==> config.mk <==
export PLATFORM = sky130hd
export DESIGN_NAME = uart_tx_frame_scheduler_flat
export DESIGN_NICKNAME = d
export VERILOG_FILES = /design/src/rtl/uart_tx_frame_scheduler_pkg.sv /design/src/rtl/uart_tx_frame_scheduler_if.sv /design/src/rtl/uart_tx_frame_scheduler_rr_arb2.sv /design/src/rtl/uart_tx_frame_scheduler.sv /design/src/flat_wrapper.sv
export SDC_FILE = /design/constraint.sdc
export NUM_CORES = 1
export LEC_CHECK = 0
export ABC_CLOCK_PERIOD_IN_PS = 3100
export CORE_ASPECT_RATIO = 1.25
export CORE_MARGIN = 2
export CORE_UTILIZATION = 45
export DETAILED_ROUTE_END_ITERATION = 6
export PLACE_DENSITY = 0.87
export SLEW_MARGIN = 25
export SYNTH_ARGS = -nofsm -noshare
export SYNTH_HDL_FRONTEND = slang
export SYNTH_SLANG_ARGS = --single-unit
export TNS_END_PERCENT = 10
==> constraint.sdc <==
create_clock -name i_clk -period 3.1 [get_ports i_clk]
set_input_delay 0.31 -clock i_clk [delete_from_list [all_inputs] [get_ports i_clk]]
set_output_delay 0.31 -clock i_clk [all_outputs]
set_load 0.005 [all_outputs]
==> src/rtl/uart_tx_frame_scheduler_pkg.sv <==
// Shared definitions for the UART TX frame scheduler.
//  - Default frame geometry and framing byte.
//  - FSM state encoding (3-bit).
//  - Byte-index width helper: wide enough to count 0..frame_bytes inclusive,
//    where index == frame_bytes selects the terminator.
package uart_tx_frame_scheduler_pkg;

  localparam int              DEF_PAYLOAD_BITS = 8;
  localparam int              DEF_FRAME_BYTES  = 3;
  localparam logic [7:0]      DEF_TERMINATOR   = 8'h0A;
  localparam int              DEF_BUSY_TIMEOUT = 16;

  typedef enum logic [2:0] {
    ST_IDLE    = 3'd0,
    ST_GRANT   = 3'd1,
    ST_SEND    = 3'd2,
    ST_WAIT_HI = 3'd3,
    ST_WAIT_LO = 3'd4
  } state_t;

  function automatic int idx_width(input int frame_bytes);
    return $clog2(frame_bytes + 1);
  endfunction

endpackage

==> src/rtl/uart_tx_frame_scheduler_if.sv <==
// Bus bundle between the two frame sources, the scheduler and the uart_tx.
//  req0_* / req1_*  : frame offer (valid + data) and 1-cycle accept pulse
//  uart_tx_*        : start pulse, byte and busy flag of the shared transmitter
//  owner/active     : source of the frame in flight, frame-in-flight flag
//  frame_done       : 1-cycle pulse after the terminator completes
//  retry_err        : sticky busy-timeout flag
// Modports:
//  master : environment side (sources + transmitter)
//  slave  : the scheduler
interface uart_tx_frame_scheduler_if
  import uart_tx_frame_scheduler_pkg::*;
#(
  parameter int PAYLOAD_BITS = DEF_PAYLOAD_BITS,
  parameter int FRAME_BYTES  = DEF_FRAME_BYTES
);

  logic                                  req0_valid;
  logic [FRAME_BYTES*PAYLOAD_BITS-1:0]   req0_data;
  logic                                  req0_ready;
  logic                                  req1_valid;
  logic [FRAME_BYTES*PAYLOAD_BITS-1:0]   req1_data;
  logic                                  req1_ready;
  logic                                  uart_tx_en;
  logic [PAYLOAD_BITS-1:0]               uart_tx_data;
  logic                                  uart_tx_busy;
  logic                                  owner;
  logic                                  active;
  logic                                  frame_done;
  logic                                  retry_err;

  modport master (
    output req0_valid, req0_data, req1_valid, req1_data, uart_tx_busy,
    input  req0_ready, req1_ready, uart_tx_en, uart_tx_data,
           owner, active, frame_done, retry_err
  );

  modport slave (
    input  req0_valid, req0_data, req1_valid, req1_data, uart_tx_busy,
    output req0_ready, req1_ready, uart_tx_en, uart_tx_data,
           owner, active, frame_done, retry_err
  );

endinterface

==> src/rtl/uart_tx_frame_scheduler_rr_arb2.sv <==
// Two-request round-robin arbiter (purely combinational).
//  req[1:0]    : request lines
//  last_grant  : index of the most recently served requester
//  grant[1:0]  : one-hot grant, zero when nothing requests
// A lone request always wins; on a tie the requester that was not served
// last wins. Reusable for the RX side.
module rr_arb2 (
  input  logic [1:0] req,
  input  logic       last_grant,
  output logic [1:0] grant
);

  // NOTE: combinational blocks assign every output a default first, so no
  // path through the case can leave a value held (which would infer a latch).
  always_comb begin
    grant = 2'b00;
    unique case (req)
      2'b01:   grant = 2'b01;
      2'b10:   grant = 2'b10;
      2'b11:   grant = last_grant ? 2'b01 : 2'b10;
      default: grant = 2'b00;
    endcase
  end

endmodule

==> src/rtl/uart_tx_frame_scheduler.sv <==
// Shares one uart_tx between two frame sources (req0 telemetry, req1 command
// echo). An accepted frame is sent as FRAME_BYTES payload bytes, MSB byte
// first, followed by TERMINATOR. Frames are never interleaved.
// Ports:
//  i_clk     : system clock
//  i_resetn  : asynchronous active-low reset; abandons any frame in flight
//  bus       : slave side of uart_tx_frame_scheduler_if (sources, uart_tx,
//              status flags)
module uart_tx_frame_scheduler
  import uart_tx_frame_scheduler_pkg::*;
#(
  parameter int                      PAYLOAD_BITS = DEF_PAYLOAD_BITS,
  parameter int                      FRAME_BYTES  = DEF_FRAME_BYTES,
  parameter logic [PAYLOAD_BITS-1:0] TERMINATOR   = PAYLOAD_BITS'(DEF_TERMINATOR),
  parameter int                      BUSY_TIMEOUT = DEF_BUSY_TIMEOUT
) (
  input  logic                       i_clk,
  input  logic                       i_resetn,
  uart_tx_frame_scheduler_if.slave   bus
);

  localparam int IDX_W   = idx_width(FRAME_BYTES);
  localparam int CNT_W   = $clog2(BUSY_TIMEOUT + 1);
  localparam int FRAME_W = FRAME_BYTES * PAYLOAD_BITS;

  localparam logic [IDX_W-1:0] LAST_IDX = IDX_W'(FRAME_BYTES);
  localparam logic [CNT_W-1:0] TMO_LAST = CNT_W'(BUSY_TIMEOUT - 1);

  state_t                  state, state_next;
  logic [IDX_W-1:0]        idx;
  logic [FRAME_W-1:0]      shadow;
  logic                    owner;
  logic                    last_grant;
  logic [CNT_W-1:0]        tmo_cnt;
  logic                    retry_err;
  logic                    frame_done;
  logic [1:0]              grant;
  logic [PAYLOAD_BITS-1:0] cur_byte;
  logic                    in_frame;

  // FSM strobes
  logic take_req;    // IDLE -> GRANT: remember the winner
  logic load_frame;  // GRANT: capture frame into shadow
  logic start_byte;  // SEND: the en pulse itself
  logic next_byte;   // WAIT_LO done, more bytes to go
  logic retry;       // WAIT_HI timed out
  logic finish;      // terminator completed

  rr_arb2 u_arb (
    .req        ({bus.req1_valid, bus.req0_valid}),
    .last_grant (last_grant),
    .grant      (grant)
  );

  always_comb begin
    state_next = state;
    take_req   = 1'b0;
    load_frame = 1'b0;
    start_byte = 1'b0;
    next_byte  = 1'b0;
    retry      = 1'b0;
    finish     = 1'b0;
    unique case (state)
      ST_IDLE: begin
        if (grant != 2'b00 && !bus.uart_tx_busy) begin
          take_req   = 1'b1;
          state_next = ST_GRANT;
        end
      end
      ST_GRANT: begin
        load_frame = 1'b1;
        state_next = ST_SEND;
      end
      ST_SEND: begin
        // Hold the pulse back if the transmitter is still busy, so en is
        // never raised on top of busy.
        if (!bus.uart_tx_busy) begin
          start_byte = 1'b1;
          state_next = ST_WAIT_HI;
        end
      end
      ST_WAIT_HI: begin
        if (bus.uart_tx_busy) begin
          state_next = ST_WAIT_LO;
        end else if (tmo_cnt == TMO_LAST) begin
          retry      = 1'b1;
          state_next = ST_SEND;
        end
      end
      ST_WAIT_LO: begin
        if (!bus.uart_tx_busy) begin
          if (idx == LAST_IDX) begin
            finish     = 1'b1;
            state_next = ST_IDLE;
          end else begin
            next_byte  = 1'b1;
            state_next = ST_SEND;
          end
        end
      end
      default: state_next = ST_IDLE;
    endcase
  end

  // NOTE: sequential state is updated with non-blocking assignments so every
  // flop samples the pre-edge values of the others.
  always_ff @(posedge i_clk or negedge i_resetn) begin
    if (!i_resetn) state <= ST_IDLE;
    else           state <= state_next;
  end

  // NOTE: the shadow register is reset as well; it is only a few flops and
  // keeps uart_tx_data at zero out of reset without relying on gating alone.
  always_ff @(posedge i_clk or negedge i_resetn) begin
    if (!i_resetn) begin
      idx        <= '0;
      shadow     <= '0;
      owner      <= 1'b0;
      last_grant <= 1'b1;   // req0 wins the first tie
      tmo_cnt    <= '0;
      retry_err  <= 1'b0;
      frame_done <= 1'b0;
    end else begin
      frame_done <= finish;
      if (take_req)   owner <= grant[1];
      if (load_frame) begin
        shadow <= owner ? bus.req1_data : bus.req0_data;
        idx    <= '0;
      end
      if (next_byte)  idx <= idx + IDX_W'(1);
      if (start_byte)              tmo_cnt <= '0;
      else if (state == ST_WAIT_HI) tmo_cnt <= tmo_cnt + CNT_W'(1);
      if (retry)      retry_err  <= 1'b1;
      if (finish)     last_grant <= owner;
    end
  end

  // Byte mux: index 0 is the most significant payload byte; the index one
  // past the payload selects the terminator.
  always_comb begin
    cur_byte = TERMINATOR;
    for (int i = 0; i < FRAME_BYTES; i++) begin
      if (idx == IDX_W'(i)) cur_byte = shadow[(FRAME_BYTES-1-i)*PAYLOAD_BITS +: PAYLOAD_BITS];
    end
  end

  assign in_frame = (state == ST_SEND) || (state == ST_WAIT_HI) || (state == ST_WAIT_LO);

  assign bus.uart_tx_en   = start_byte;
  assign bus.uart_tx_data = in_frame ? cur_byte : '0;
  assign bus.req0_ready   = (state == ST_GRANT) && !owner;
  assign bus.req1_ready   = (state == ST_GRANT) &&  owner;
  assign bus.owner        = owner;
  assign bus.active       = (state != ST_IDLE);
  assign bus.frame_done   = frame_done;
  assign bus.retry_err    = retry_err;

endmodule

==> src/flat_wrapper.sv <==
// flat-port wrapper written by rule: the top's interface ports become plain ports
module uart_tx_frame_scheduler_flat import uart_tx_frame_scheduler_pkg::*;
#(
  parameter int                      PAYLOAD_BITS = DEF_PAYLOAD_BITS,
  parameter int                      FRAME_BYTES  = DEF_FRAME_BYTES,
  parameter logic [PAYLOAD_BITS-1:0] TERMINATOR   = PAYLOAD_BITS'(DEF_TERMINATOR),
  parameter int                      BUSY_TIMEOUT = DEF_BUSY_TIMEOUT
)
  (i_clk, i_resetn, bus_req0_valid, bus_req0_data, bus_req1_valid, bus_req1_data, bus_uart_tx_busy, bus_req0_ready, bus_req1_ready, bus_uart_tx_en, bus_uart_tx_data, bus_owner, bus_active, bus_frame_done, bus_retry_err);
  uart_tx_frame_scheduler_if #(.PAYLOAD_BITS(PAYLOAD_BITS), .FRAME_BYTES(FRAME_BYTES)) bus_i ();
  input  logic i_clk;
  input  logic i_resetn;
  input wire logic [$bits(bus_i.req0_valid)-1:0] bus_req0_valid;
  input wire logic [$bits(bus_i.req0_data)-1:0] bus_req0_data;
  input wire logic [$bits(bus_i.req1_valid)-1:0] bus_req1_valid;
  input wire logic [$bits(bus_i.req1_data)-1:0] bus_req1_data;
  input wire logic [$bits(bus_i.uart_tx_busy)-1:0] bus_uart_tx_busy;
  output wire logic [$bits(bus_i.req0_ready)-1:0] bus_req0_ready;
  output wire logic [$bits(bus_i.req1_ready)-1:0] bus_req1_ready;
  output wire logic [$bits(bus_i.uart_tx_en)-1:0] bus_uart_tx_en;
  output wire logic [$bits(bus_i.uart_tx_data)-1:0] bus_uart_tx_data;
  output wire logic [$bits(bus_i.owner)-1:0] bus_owner;
  output wire logic [$bits(bus_i.active)-1:0] bus_active;
  output wire logic [$bits(bus_i.frame_done)-1:0] bus_frame_done;
  output wire logic [$bits(bus_i.retry_err)-1:0] bus_retry_err;
  assign bus_i.req0_valid = bus_req0_valid;
  assign bus_i.req0_data = bus_req0_data;
  assign bus_i.req1_valid = bus_req1_valid;
  assign bus_i.req1_data = bus_req1_data;
  assign bus_i.uart_tx_busy = bus_uart_tx_busy;
  assign bus_req0_ready = bus_i.req0_ready;
  assign bus_req1_ready = bus_i.req1_ready;
  assign bus_uart_tx_en = bus_i.uart_tx_en;
  assign bus_uart_tx_data = bus_i.uart_tx_data;
  assign bus_owner = bus_i.owner;
  assign bus_active = bus_i.active;
  assign bus_frame_done = bus_i.frame_done;
  assign bus_retry_err = bus_i.retry_err;
  uart_tx_frame_scheduler #(.PAYLOAD_BITS(PAYLOAD_BITS), .FRAME_BYTES(FRAME_BYTES), .TERMINATOR(TERMINATOR), .BUSY_TIMEOUT(BUSY_TIMEOUT)) u_core (.i_clk(i_clk), .i_resetn(i_resetn), .bus(bus_i));
endmodule
==> impl_metrics.env <==
export IMPL_antenna_found_initial=0
export IMPL_antenna_cells=0
export IMPL_path_cells="inv_1 > ha_1 > nor2_1 > a221o_1 > a21oi_1 > clkdlybuf4s50_1"
export IMPL_numCtsBuffers=5
export IMPL_power_leakage_uw=0.00128
export IMPL_initial_utilization_pct=47.2
export IMPL_wl_met1_mm=1.98
export IMPL_max_slew_margin_rel_pct=43.7
export IMPL_coreArea_sq_um=4430
export IMPL_post_route_util_pct=65.9
export IMPL_top_layer_used="met4"
export IMPL_nFillCells=357
export IMPL_setup_violations=0
export IMPL_clock_root_buffer="clkbuf_8"
export IMPL_critPathArrivalTime_ps=2310
export IMPL_grt_usage_pct=19.1
export IMPL_outcome="finished, final reports clean"
export IMPL_max_slew_worst_pin_slew_ps=844
export IMPL_yosys_warnings=0
export IMPL_rsz0062_at_grt="no"
export IMPL_criticalPathCategory="register to output port"
export IMPL_critPathCaptureType="output port"
export IMPL_skew_ps=5.01
export IMPL_routed_wl_mm=4.83
export IMPL_gp_congestion=0.877
export IMPL_drive_gt1_share_pct=6.52
export IMPL_fmax_mhz=382
export IMPL_post_route_min_period_ps=2620
export IMPL_dr_wl_met3_um=246
export IMPL_path_max_fanout=15
export IMPL_met2WireLength_mm=2.52
export IMPL_maxCapViolCount=0
export IMPL_synth_distinct_cells=37
export IMPL_row_count=27
export IMPL_drv_slew=0
export IMPL_grt_pass1_vias=1748
export IMPL_cp_required_ps=2790
export IMPL_io_pins=68
export IMPL_dpl_hpwl_mm=3.44
export IMPL_cp_slowest_stage_delay_ps=520
export IMPL_syn_num_nets=271
export IMPL_detailroute_via_count=1761
export IMPL_htree_num_levels=2
export IMPL_die_area_sq_um=5200
export IMPL_grt_max_degree=51
export IMPL_synthCells=212
export IMPL_final_cell_mix="clkdlybuf4s50_1, dfrtp_1, nor2_1, a21oi_1, mux2i_1"
export IMPL_synth_edf_count=0
export IMPL_synthFlopType="dfrtp_1"
export IMPL_nets=334
export IMPL_grt_pass1_wl_mm=7.56
export IMPL_cts_setup_buffers=0
export IMPL_clk_pin_slew_ps=80
export IMPL_drt_pass1_iter_count=4
export IMPL_ys_ff_latch=38
export IMPL_clockBufferDepth=2
export IMPL_die_w_um=64.9
export IMPL_multi_input_area_sq_um=1030
export IMPL_synth_seq_area_share_pct=45.6
export IMPL_area_growth_pct=39.7
export IMPL_ys_async_sr_fraction_pct=100
export IMPL_cts_hold_buf=0
export IMPL_syn_area_sq_um=2090
export IMPL_cts_tree="built"
export IMPL_ctsResizeCount=0
export IMPL_wire_per_inst_um=14.5
export IMPL_syn_avg_cell_area_sq_um=9.85
export IMPL_fp_dieH_um=80.2
export IMPL_setup_tns_ps=0
export IMPL_seq_area_sq_um=952
export IMPL_power_density_nw_per_um2=896
export IMPL_gr_total_overflow=0
export IMPL_hp_class="input pin to asynchronous set/reset pin"
export IMPL_drt_iter0_markers=115
export IMPL_drt_vias_per_instance=5.27
export IMPL_crit_path_start_kind="register"
export IMPL_hold_viol_final=0
export IMPL_fin_cells=334
export IMPL_drc_errors=0
export IMPL_slowest_stage="clkdlybuf4s50_1"
export IMPL_place_inst=326
export IMPL_final_common_cell="clkdlybuf4s50_1"
export IMPL_portBuffers=67
export IMPL_insertion_delay_ps=290
export IMPL_antenna_left=0
export IMPL_peakVddDrop_v=0.000464
export IMPL_fin_crit_sh_pct=84.5
export IMPL_cts_sinks=38
[routing by layer]
metal / vias up / track usage [%]
met3: 8 / 4.34
met2: 46 / 35.2
met1: 830 / 21.4
met5: - / 0
li1: 877 / -
met4: 0 / 6.60
[stage by stage]
| stage | power, uW | worst slack (ps) | cell area (sq um) | hold slack, ps |
|---|---|---|---|---|
| final | 2610 | 481 | 2920 | 126 |
| after global routing | 2790 | 336 | 2920 | 196 |
| after CTS | 2630 | 501 | 2920 | 153 |
| after detailed placement | 2100 | 827 | 2780 | 460 |
| after global placement | 2050 | 881 | 2780 | 456 |
| after floorplan | 1630 | 1430 | 2090 | 14.4 |
[critical path: cells and delay by family, from the launching register on]
kind,cells,cell delay [ps]
buf+inv,2,630
compound gates,2,450
fa+ha+maj,1,420
flops,1,410
simple gates,1,100
[where the power goes]
part / internal [uW] / switching, uW
combinational: 663 / 562
sequential: 691 / 180
clock: 343 / 174
total: 1700 / 916
[cell usage after synthesis (2+ instances only)]
master / instances / area [sq um]
dfrtp_1: 37 / 926
a21oi_1: 31 / 155
nor2_1: 31 / 116
mux2i_1: 25 / 250
inv_1: 11 / 41.3
buf_2: 8 / 40.0
nand2_1: 8 / 30.0
a221oi_1: 6 / 52.6
ha_1: 6 / 75.1
nand3b_1: 5 / 37.5
mux2_2: 4 / 45.0
nor2b_1: 4 / 25.0
clkbuf_1: 3 / 11.3
a221o_1: 2 / 20.0
a22o_1: 2 / 17.5
a32o_1: 2 / 20.0
and2_1: 2 / 12.5
and2b_1: 2 / 15.0
buf_4: 2 / 15.0
nor3_1: 2 / 10.0
nor4b_1: 2 / 17.5
o21bai_1: 2 / 15.0
[final timing paths]
check                                     start               endpoint  slack (ps)  cells past startpoint
min reg2reg                u_core.bus.retry_err   u_core.bus.retry_err         470                      1
max in group asynchronous              i_resetn  u_core.bus.frame_done        2450                      1
min                                    i_resetn      u_core.tmo_cnt[0]         130                      1
min in group i_clk         u_core.bus.retry_err   u_core.bus.retry_err         470                      1
max                               u_core.idx[1]    bus_uart_tx_data[1]         480                      6
max reg2reg                     u_core.state[0]          u_core.idx[0]        1270                      4
[layout make-up]
type / count / area share (%)
clock inverter: 2 / 2.06
sequential: 38 / 32.6
clock buffer: 6 / 2.83
multi-input combinational: 150 / 35.2
tap: 58 / 2.49
inverter: 11 / 1.42
timing repair buffer: 69 / 23.3
[state kept, by name, summed over array words and instances (netlist names)]
register / flops
u_core.bus.retry_err: 1
u_core.last_grant: 1
u_core.tmo_cnt: 5
u_core.state: 3
u_core.idx: 2
u_core.shadow: 24
u_core.bus.owner: 1
u_core.bus.frame_done: 1
[cell families (layout without fill, tap and decap cells)]
kind of cell / after synthesis / after routing / share of synthesized area, %
AND/OR/NAND/NOR: 63 / 63 / 15.6
multiplexers: 29 / 29 / 14.1
buffers and inverters: 24 / 88 / 5.15
flip-flops: 38 / 38 / 45.6
AO/OA/AOI/OAI: 52 / 52 / 15.9
adder cells (fa/ha/maj): 6 / 6 / 3.59
(Power assumes the default switching activity.)
==> patch: new RTL, same settings <==
Encoding of `state_t`: now one-hot (5 bits for 5 states).
--- a/src/rtl/uart_tx_frame_scheduler_pkg.sv
+++ b/src/rtl/uart_tx_frame_scheduler_pkg.sv
@@ -10,12 +10,12 @@
   localparam logic [7:0]      DEF_TERMINATOR   = 8'h0A;
   localparam int              DEF_BUSY_TIMEOUT = 16;
 
-  typedef enum logic [2:0] {
-    ST_IDLE    = 3'd0,
-    ST_GRANT   = 3'd1,
-    ST_SEND    = 3'd2,
-    ST_WAIT_HI = 3'd3,
-    ST_WAIT_LO = 3'd4
+  typedef enum logic [4:0] {
+    ST_IDLE    = 5'b00001,
+    ST_GRANT   = 5'b00010,
+    ST_SEND    = 5'b00100,
+    ST_WAIT_HI = 5'b01000,
+    ST_WAIT_LO = 5'b10000
   } state_t;
 
   function automatic int idx_width(input int frame_bytes);
Behaviour: no difference found for any inputs over 10 cycles, from zero or initial values and one cycle with i_resetn low; not proved beyond that.
==> patch against the original RTL <==
  * Sequential cell count rose by 2
  * Worst setup slack got worse by 0.19 ns
  * Count of clock-buffer cells in the layout fell by 1
  * Clock power rose by 12%
  * Total power fell by 2.2%
  * Cell area rose by 5.1%
  * First-iteration DRC count rose by 33%
  * Critical path depth fell by 1
  * Area after synthesis rose by 6.4%
  * Wire length rose by 8.9%
  * Largest power group unchanged
==> patch: results (changes against the original RTL) <==
status=completed; CP Max Fanout=8 (-7); most frequent cells after synthesis=dfrtp_1, nand2_1, mux2i_1, nor2_1, o21ai_0; Post-CTS Setup Repair Bufs=0 (unchanged); Cell variety after synth=38 (+2.7%); number of buffer cells added on primary ports=67 (unchanged); CTS H-tree lvls=2 (unchanged); Syn. warnings=0 (unchanged); RePlAce Congestion=0.826 (-5.8%); Hold WC Path Type=primary input to asynchronous set/reset pin; Max Slew Vio Count=0 (unchanged); Reg clk slew, reported paths=0.07 ns; VDD IR max=0.000351 V (-24%); proportion of layout cells with a drive suffix above 1=0.0664 (+0.00123); Seq/Total Area, Yosys=0.452 (-0.00413); Syn Nets=298 (+10%); Total Wirelength=5260 µm (+8.9%); largest net degree at the start of global routing=52 (+2.0%); HPWL Detailed=3880 µm (+13%); Worst Path Arrival=2.50 ns (+0.19 ns); Detailed Routing Iterations Pass 1=4 (unchanged); # diodes=0 (unchanged); placed cell area=2910 µm² (+4.8%); initial antenna violation count=0 (unchanged); top flop regs=u_core.shadow x24, u_core.state x5, u_core.tmo_cnt x5; cts bufs inserted=5 (unchanged); Worst Reg2Reg Path Length in Cells=4 (unchanged); Async S/R FF share, synth=1.00 (unchanged); total track usage=0.207 (+0.0159); CTS Root Cell=clkbuf_8; Setup Skew=0.00339 ns (-0.00162 ns); Via Count=1,927 (+9.4%); DR iter-0 viols=153 (+33%); first-pass GRT wire length=8510 µm (+12%); Static Leakage=1.37 nW (+7.4%); main area contributors after synthesis=dfrtp_1, mux2i_1, nand2_1; maximum clock insertion buffer count=2 (unchanged); Final #Nets=359 (+7.5%); CTS resizes=0 (unchanged); worst skew pair latency=0.29 ns (about the same); relative slew slack=0.427 (-0.0104); max FFs per register=24 (unchanged); Fillers=391 (+9.5%); pre-CTS setup slack=0.660 ns (-0.168 ns)
==> patch: cell count changes in the layout (fill, tap and decap cells not counted), sizes merged, moves of 3 or more <==
cell    delta
a21oi     -15
nand3b     +3
nand3      +5
nor2      -12
a221oi     -4
o21ai     +25
inv        -3
nand2     +29
xor2       +5
nor2b      -3
==> patch: worst paths after layout <==
path                                                  start                                to  slack [ns]
max reg2reg                     u_core.state[4]$_DFFE_PN0P_       u_core.state[2]$_DFFE_PN0P_        1.26
max                             u_core.state[4]$_DFFE_PN0P_               bus_uart_tx_data[7]        0.29
min in group i_clk         u_core.bus.retry_err$_DFFE_PN0P_  u_core.bus.retry_err$_DFFE_PN0P_        0.49
min                                                i_resetn     u_core.shadow[22]$_DFFE_PN0N_        0.13
max in group asynchronous                          i_resetn       u_core.state[1]$_DFFE_PN0P_        2.43
min reg2reg                u_core.bus.retry_err$_DFFE_PN0P_  u_core.bus.retry_err$_DFFE_PN0P_        0.49
==> patch: worst max-delay path, cell delays in order, from the launching register on <==
cell	delay [ns]
dfrtp_1	0.45
nor4_2	0.62
nand2_2	0.20
and2_1	0.29
nor2_1	0.14
clkdlybuf4s50_1	0.51
==> patch: report_power, final <==
| part | leakage (nW) | total [mW] | internal, mW | switching, mW |
|---|---|---|---|---|
| combinational | 0.798 | 1.02 | 0.496 | 0.519 |
| clock | 0.0784 | 0.581 | 0.403 | 0.179 |
| sequential | 0.495 | 0.960 | 0.750 | 0.210 |
| total | 1.37 | 2.56 | 1.65 | 0.908 |
==> patch: cell type report <==
cell class	count	area [µm²]	area share
inverter	8	30.0	0.00979
sequential	40	1000	0.327
clock inverter	3	90.1	0.0294
clock buffer	5	68.8	0.0224
timing repair buffer	69	681	0.222
tap	60	75.1	0.0245
multi-input combinational	176	1120	0.365
==> patch: per-stage QoR <==
step / cells / hold WS (ns) / utilization
after detailed placement: 353 / 0.463 / 0.615
after global routing: 361 / 0.197 / 0.649
after global placement: 353 / 0.460 / 0.615
after CTS: 361 / 0.155 / 0.649
after floorplan: 239 / 0.0144 / -
final: 361 / 0.129 / 0.649
==> patch: layer usage <==
metal  routed length, µm  track usage  vias to the layer above
met1                2060        0.227                      901
met5                   0            0                        -
met3                 313       0.0312                       10
li1                    -            -                      950
met4                 144       0.0898                        0
met2                2740        0.390                       66
==> patch: kinds of logic (layout without fill, tap and decap cells) <==
group	after synthesis	count (layout)	share of synthesized area
AOI/OAI and AO/OA	53	53	0.137
DFF	40	40	0.452
buffers and inverters	23	85	0.0439
muxes	28	28	0.127
xor gates and xnor gates	5	5	0.0197
adders and majority gates	6	6	0.0338
and+or+nand+nor	84	84	0.186
